==> config.mk <==
export PLATFORM = sky130hd
export DESIGN_NAME = alu_issue_queue
export DESIGN_NICKNAME = d
export VERILOG_FILES = /design/src/rtl/alu_pkg.sv /design/src/rtl/sync_fifo_fwft.sv /design/src/rtl/alu_issue_queue.sv
export SDC_FILE = /design/constraint.sdc
export NUM_CORES = 1
export LEC_CHECK = 0
export CAP_MARGIN = 20
export CORE_ASPECT_RATIO = 0.7
export CORE_MARGIN = 4
export CORE_UTILIZATION = 59
export CTS_BUF_LIST = sky130_fd_sc_hd__clkbuf_16
export CTS_CLUSTER_DIAMETER = 100
export DETAILED_ROUTE_END_ITERATION = 8
export PLACE_DENSITY_LB_ADDON = 0.12
export SYNTH_ARGS = -nofsm -noshare
export SYNTH_HDL_FRONTEND = slang
export SYNTH_SLANG_ARGS = --single-unit
export TNS_END_PERCENT = 20
==> constraint.sdc <==
create_clock -name clk -period 6 [get_ports clk]
set_input_delay 1.2 -clock clk [delete_from_list [all_inputs] [get_ports clk]]
set_output_delay 1.2 -clock clk [all_outputs]
set_load 0.005 [all_outputs]
==> src/rtl/alu_pkg.sv <==
// Shared ALU constants, opcode encoding and opcode legality check.
package alu_pkg;

    localparam int unsigned DATA_W = 32;
    localparam int unsigned OP_W   = 4;

    // 0..3 are arithmetic; bit2=1 selects logic ops, bit1 picks the pair, bit0 the member.
    typedef enum logic [OP_W-1:0] {
        ALU_ARITH   = 4'd0,
        ALU_ARITH_1 = 4'd1,
        ALU_ARITH_2 = 4'd2,
        ALU_ARITH_3 = 4'd3,
        ALU_AND     = 4'd4,
        ALU_OR      = 4'd5,
        ALU_XOR     = 4'd6,
        ALU_NOR     = 4'd7
    } alu_op_e;

    function automatic logic is_legal_op(input logic [OP_W-1:0] op);
        return (op >> 3) == '0;
    endfunction

endpackage

==> src/rtl/sync_fifo_fwft.sv <==
// Generic first-word-fall-through FIFO with registered count and synchronous clear.
module sync_fifo_fwft #(
    parameter int unsigned WIDTH = 8,
    parameter int unsigned DEPTH = 4,
    localparam int unsigned PTR_W = $clog2(DEPTH),
    localparam int unsigned CNT_W = $clog2(DEPTH + 1)
) (
    input  logic             clk,
    input  logic             rst_n,
    input  logic             clear_i,
    input  logic             push_i,
    input  logic [WIDTH-1:0] wdata_i,
    input  logic             pop_i,
    output logic [WIDTH-1:0] rdata_o,
    output logic [CNT_W-1:0] count_o,
    output logic             full_o,
    output logic             empty_o
);

    logic [WIDTH-1:0] mem_q [DEPTH];
    logic [PTR_W-1:0] wr_ptr_q, wr_ptr_d;
    logic [PTR_W-1:0] rd_ptr_q, rd_ptr_d;
    logic [CNT_W-1:0] count_q, count_d;
    logic             do_push, do_pop;

    assign full_o  = (count_q == CNT_W'(DEPTH));
    assign empty_o = (count_q == '0);
    assign count_o = count_q;
    assign do_push = push_i & ~full_o;
    assign do_pop  = pop_i & ~empty_o;

    // Gated so the head reads zero while empty, since storage itself is never reset.
    assign rdata_o = empty_o ? '0 : mem_q[rd_ptr_q];

    always_comb begin
        wr_ptr_d = wr_ptr_q;
        rd_ptr_d = rd_ptr_q;
        count_d  = count_q;
        if (clear_i) begin
            wr_ptr_d = '0;
            rd_ptr_d = '0;
            count_d  = '0;
        end else begin
            if (do_push) wr_ptr_d = wr_ptr_q + PTR_W'(1);
            if (do_pop)  rd_ptr_d = rd_ptr_q + PTR_W'(1);
            if (do_push && !do_pop) count_d = count_q + CNT_W'(1);
            if (do_pop && !do_push) count_d = count_q - CNT_W'(1);
        end
    end

    always_ff @(posedge clk or negedge rst_n) begin
        if (!rst_n) begin
            wr_ptr_q <= '0;
            rd_ptr_q <= '0;
            count_q  <= '0;
        end else begin
            wr_ptr_q <= wr_ptr_d;
            rd_ptr_q <= rd_ptr_d;
            count_q  <= count_d;
        end
    end

    always_ff @(posedge clk) begin
        if (do_push && !clear_i) mem_q[wr_ptr_q] <= wdata_i;
    end

endmodule

==> src/rtl/alu_issue_queue.sv <==
// Issue buffer in front of the ALU: FWFT queue of {A, B, opcode} with illegal-opcode
// filtering, a sticky error flag and a synchronous flush.
module alu_issue_queue #(
    parameter int unsigned DEPTH  = 4,
    parameter int unsigned DATA_W = 32,
    parameter int unsigned OP_W   = 4
) (
    input  logic                       clk,
    input  logic                       rst_n,
    input  logic                       in_valid,
    output logic                       in_ready,
    input  logic [DATA_W-1:0]          in_a,
    input  logic [DATA_W-1:0]          in_b,
    input  logic [OP_W-1:0]            in_op,
    input  logic                       flush,
    output logic                       alu_valid,
    input  logic                       alu_ready,
    output logic [DATA_W-1:0]          alu_a,
    output logic [DATA_W-1:0]          alu_b,
    output logic [OP_W-1:0]            alu_op,
    output logic [$clog2(DEPTH+1)-1:0] count,
    output logic                       illegal_op
);

    import alu_pkg::*;

    localparam int unsigned ENTRY_W = 2 * DATA_W + OP_W;

    logic               accept, legal, push, pop;
    logic               fifo_full, fifo_empty;
    logic [ENTRY_W-1:0] head;
    logic               illegal_op_q, illegal_op_d;

    assign in_ready  = ~fifo_full;
    assign accept    = in_valid & in_ready;
    assign legal     = is_legal_op(in_op);
    // Illegal commands still complete the handshake; they are just dropped here.
    assign push      = accept & legal & ~flush;
    assign pop       = alu_valid & alu_ready & ~flush;
    assign alu_valid = ~fifo_empty;

    sync_fifo_fwft #(
        .WIDTH (ENTRY_W),
        .DEPTH (DEPTH)
    ) u_fifo (
        .clk     (clk),
        .rst_n   (rst_n),
        .clear_i (flush),
        .push_i  (push),
        .wdata_i ({in_a, in_b, in_op}),
        .pop_i   (pop),
        .rdata_o (head),
        .count_o (count),
        .full_o  (fifo_full),
        .empty_o (fifo_empty)
    );

    assign {alu_a, alu_b, alu_op} = head;

    always_comb begin
        illegal_op_d = illegal_op_q;
        if (flush) begin
            illegal_op_d = 1'b0;
        end else if (accept && !legal) begin
            illegal_op_d = 1'b1;
        end
    end

    always_ff @(posedge clk or negedge rst_n) begin
        if (!rst_n) begin
            illegal_op_q <= 1'b0;
        end else begin
            illegal_op_q <= illegal_op_d;
        end
    end

    assign illegal_op = illegal_op_q;

endmodule

; Yosys cells after proc, flatten, opt, wreduce, memory -nomap -nowiden
; Memory sizes are Yosys's and may differ from the RTL's.
; Index checks and enable logic that the tools add are counted.
[totals]
register_bits = 8
mem_bits_rw = 272
in_bits = 73
output_inout_bits = 74
elab_cells = 46
n_memories = 1
[mem_list]
columns = memory, words, width, rd, rd_ports_with_merged_regs, write_ports, line_no
row1 = u_fifo.mem_q, 4, 68, 1, 0, 1, sync_fifo_fwft.sv:20  ; logic [WIDTH-1:0] mem_q [DEPTH];
[classes]
n_addsub = 4
n_eq_ne = 1
muxes = 12
bitwise_logic = 10
reduce_logical = 14
[ops]
columns = cell, n
row1 = $mux 68, 1
row2 = $mux 3, 3
row3 = $mux 2, 4
row4 = $and 1x1->1, 7
row5 = $reduce_bool 2->1, 3
row6 = $add 2x1->2 const B, 2
row7 = $logic_and 1x1->1, 4
row8 = $logic_not 1->1, 4
row9 = $logic_not 4->1, 1
row10 = $mux 1, 4
row11 = $add 3x1->3 const B, 1
row12 = $eq 3x3->1 const B, 1
row13 = $logic_not 3->1, 1
row14 = $not 1->1, 3
row15 = $reduce_bool 3->1, 1
row16 = $sub 3x1->3 const B, 1

; Depth between registers and ports, before layout
[depth]
ltp_word = 10
mapped_depth = 10
mapped_depth_nobuf = 8

; Hierarchy
; A second synthesis with hierarchy kept.
[unflattened]
cells_unflattened = 504
hier_area_um2 = 10928.0
[by_module_without_submodules]
columns = module, instances, cells_each, area_per_inst_um2
row1 = sync_fifo_fwft, 1, 496, 10856.7
row2 = alu_issue_queue, 1, 8, 71.3

; Worst setup path before layout
; Ideal clock, no wire load.
[synth_path]
kind = input port to flip-flop
start = input in_op[3]
end = memory u_fifo.mem_q[0][0] (netlist name), enable pin
setup_ns = 0.433
t_arrival_ns = 3.373
required_ns = 5.567
setup_slack_ns = 2.194
stages = 3
n_path_buf = 0
cell_sequence = nand2b_1 -> a211oi_1 -> and2_1
[synth_via]
elab_chain_len = 7
[synth_rtl]
columns = item, line_no
row1 = from (decl), alu_issue_queue.sv:14  ; input logic [OP_W-1:0] in_op,
row2 = $logic_not 4->1, alu_pkg.sv:20  ; return (op >> 3) == '0;
row3 = $and 1x1->1 (2 in a row), alu_issue_queue.sv:38  ; assign push = accept & legal & ~flush;
row4 = $and 1x1->1, sync_fifo_fwft.sv:29  ; assign do_push = push_i & ~full_o;
row5 = $logic_and 1x1->1, sync_fifo_fwft.sv:64  ; if (do_push && !clear_i) mem_q[wr_ptr_q] <= wdata_i;
row6 = $mux 1, sync_fifo_fwft.sv:64
row7 = $mux 1 (implied by the code), sync_fifo_fwft.sv:64
row8 = to (decl), sync_fifo_fwft.sv:20
; Every way passes these cells.

; Worst setup path after layout
[layout_path]
start = register u_fifo.rd_ptr_q[0]
end = output alu_a[11]
[layout_via]
elab_chain_len = 2
[layout_rtl]
columns = item, line_no
row1 = from (decl), sync_fifo_fwft.sv:22  ; logic [PTR_W-1:0] rd_ptr_q, rd_ptr_d;
row2 = from (signal assigned), sync_fifo_fwft.sv:58  ; rd_ptr_q <= rd_ptr_d;
row3 = $mem_v2 4x68, --
row4 = $mux 68, sync_fifo_fwft.sv:33  ; assign rdata_o = empty_o ? '0 : mem_q[rd_ptr_q];
row5 = to (decl), alu_issue_queue.sv:18  ; output logic [DATA_W-1:0] alu_a,
; Every way passes these cells.

==> metrics.txt <==
status=complete, no violations; drt first pass iters=5; CTS tree=done; crit path DAT=3.07 ns; sequential fraction of the synthesis area=77.0%; gp weighted congestion=0.756; CP endpoint kind=output port; met3 usage=4.61%; met2 Track Usage GR=32.4%; Worst-path clk slew=0.06 ns; post-route ant nets=0; Final Max Slew Viols=0; Worst Setup Path Type=reg -> out; post-CTS setup buffers=0; Max Clock Freq=0.234 GHz; share of cells above drive strength 1=17.9%; M1 GR Usage=30.0%; Post-CTS Resized=0; period utilization=71.2%; clk root buf=clkbuf_16; initial antenna violation count=0; Die ar.=20700 sq um; Max Clock Skew=0.00915 ns; drt wl/cell=23.3 microns; HPWL Detailed=11700 microns; Hold Fails Final Rpt=0; grt total ovfl=0; synth warn=0; first-pass GRT wire length=31900 microns; row cnt=41; total power=4.36 mW; Syn Inst Count=496; TritonCTS Buffers=25; Tmin final=4.27 ns; layer with the highest usage=met2; Hold WC Path Type=reg -> reg; synthesized cell area=10900 sq um; Placed Area=12500 sq um; area leader, netlist=edfxtp_1; Final Setup Violations=0; count leader, synth=edfxtp_1; TritonCTS Sinks=280; IO buf count=146; main flop type after synthesis=edfxtp_1; leakage=4.25 nW; CTS Hold Buffers Added=0; synth top area cells=edfxtp_1, mux4_2, and2_1; initial core utilization=60.2%; worst slew pin tran=1.05 ns; io pins=147; # nets final=723; Die Y=122 microns; Skew-Pair Late Insertion Delay=0.51 ns; routed vias/inst=5.83; Avg Inst Size Synth=21.9 sq um; Final Cell Area=13400 sq um; Crit Path Max Fanout=31; Inserted Diodes=0; pwr/cell area=326 nW/um^2; Max Cap Viol=0; synth unique cells=33; worst-case clock buffer depth=3; EDFF count, synth=272; Slew HR=30.0%; RSZ-0062 raised after global routing=false; critical path launch point type=register; gr usage total=20.3%; final wirelength=21000 microns; Residual DRC=0; Yosys reg bits=280; largest net degree at the start of global routing=70; Die X=170 microns; Worst EP required=4.80 ns; H-tree depth=1; most common library cells after synthesis=edfxtp_1, and2_1, mux4_2; P&R area growth vs syn=23.1%; Yosys top cell area share=75.1%; vias in the first global route=5512; post-synth net total=574; final setup TNS=0 ns; 1st-iter DRT viols=546; fraction of registers with async set or reset after synthesis=2.86%; worst vdd ir=0.205 mV; final core occ=74.1%; total core area=18100 sq um; via count=5241
## cell type report
type,count,area (sq um)
Sequential cell,280,8380
Fill cell,1060,4670
Multi-Input combinational cell,186,2320
Timing Repair Buffer,149,1480
Clock buffer,25,626
Tap cell,236,295
Clock inverter,20,273
Inverter,3,11.3
## metal layers
layer,share of wire (%),routed length (microns)
met5,0,0
met4,1.7,351
met3,7.7,1600
met2,49,10300
met1,42,8740
## layout by cell type, fill, tap and decap left out, types with 4 or more instances in the layout
master,n
and2_1,68
and2_4,4
bufinv_16,7
clkbuf_16,25
clkdlybuf4s50_1,146
clkinv_2,5
dfrtp_1,6
edfxtp_1,272
ha_1,4
inv_1,7
mux4_2,68
nor2_1,7
## power breakdown
| group | switching [mW] | internal (mW) | leakage (nW) |
|---|---|---|---|
| clock | 0.674 | 1.06 | 0.451 |
| sequential | 0.0318 | 2.18 | 2.56 |
| combinational | 0.168 | 0.254 | 1.24 |
## critical path: stages (launching register included)
cell             delay [ns]
dfrtp_4                0.82
buf_4                  0.49
mux4_2                 0.62
and2_1                 0.18
clkdlybuf4s50_1        0.45
## flip-flops by register name, indices dropped and copies added (netlist names)
register / count
u_fifo.mem_q: 272
u_fifo.wr_ptr_q: 2
u_fifo.count_o: 3
u_fifo.rd_ptr_q: 2
illegal_op: 1
## stage by stage
stage / hold slack (ns) / worst slack (ns) / cells
after global placement: 0.488 / 2.14 / 854
after floorplan: 0.486 / 2.19 / 496
after detailed placement: 0.487 / 2.08 / 854
after global routing: 0.573 / 1.52 / 899
after CTS: 0.513 / 1.63 / 899
final: 0.513 / 1.73 / 899
## cells by family (layout without fill, tap and decap cells)
| logic type | after synthesis | in the layout | synth area share, % |
|---|---|---|---|
| xor+xnor | 4 | 4 | 0.322 |
| buf+inv | 30 | 197 | 1.81 |
| fa+ha+maj | 5 | 5 | 0.644 |
| mux | 69 | 69 | 14.2 |
| flops | 280 | 280 | 77.0 |
| simple gates | 95 | 95 | 5.24 |
| compound gates | 13 | 13 | 0.863 |
## worst paths after layout
check	from	endpoint	slack [ns]	depth (start not counted)
worst max-delay path	u_fifo.rd_ptr_q[0]$_DFFE_PN0P_	alu_a[11]	1.73	4
worst min-delay path	illegal_op$_DFFE_PN0P_	illegal_op$_DFFE_PN0P_	0.51	2
worst max register to register	u_fifo.count_o[2]$_DFFE_PN0P_	u_fifo.count_o[2]$_DFFE_PN0P_	2.66	9
worst min register to register	illegal_op$_DFFE_PN0P_	illegal_op$_DFFE_PN0P_	0.51	2
max in group asynchronous	rst_n	u_fifo.rd_ptr_q[1]$_DFFE_PN0P_	4.66	1
min in group asynchronous	rst_n	illegal_op$_DFFE_PN0P_	0.99	1
(Power assumes the default switching activity.)
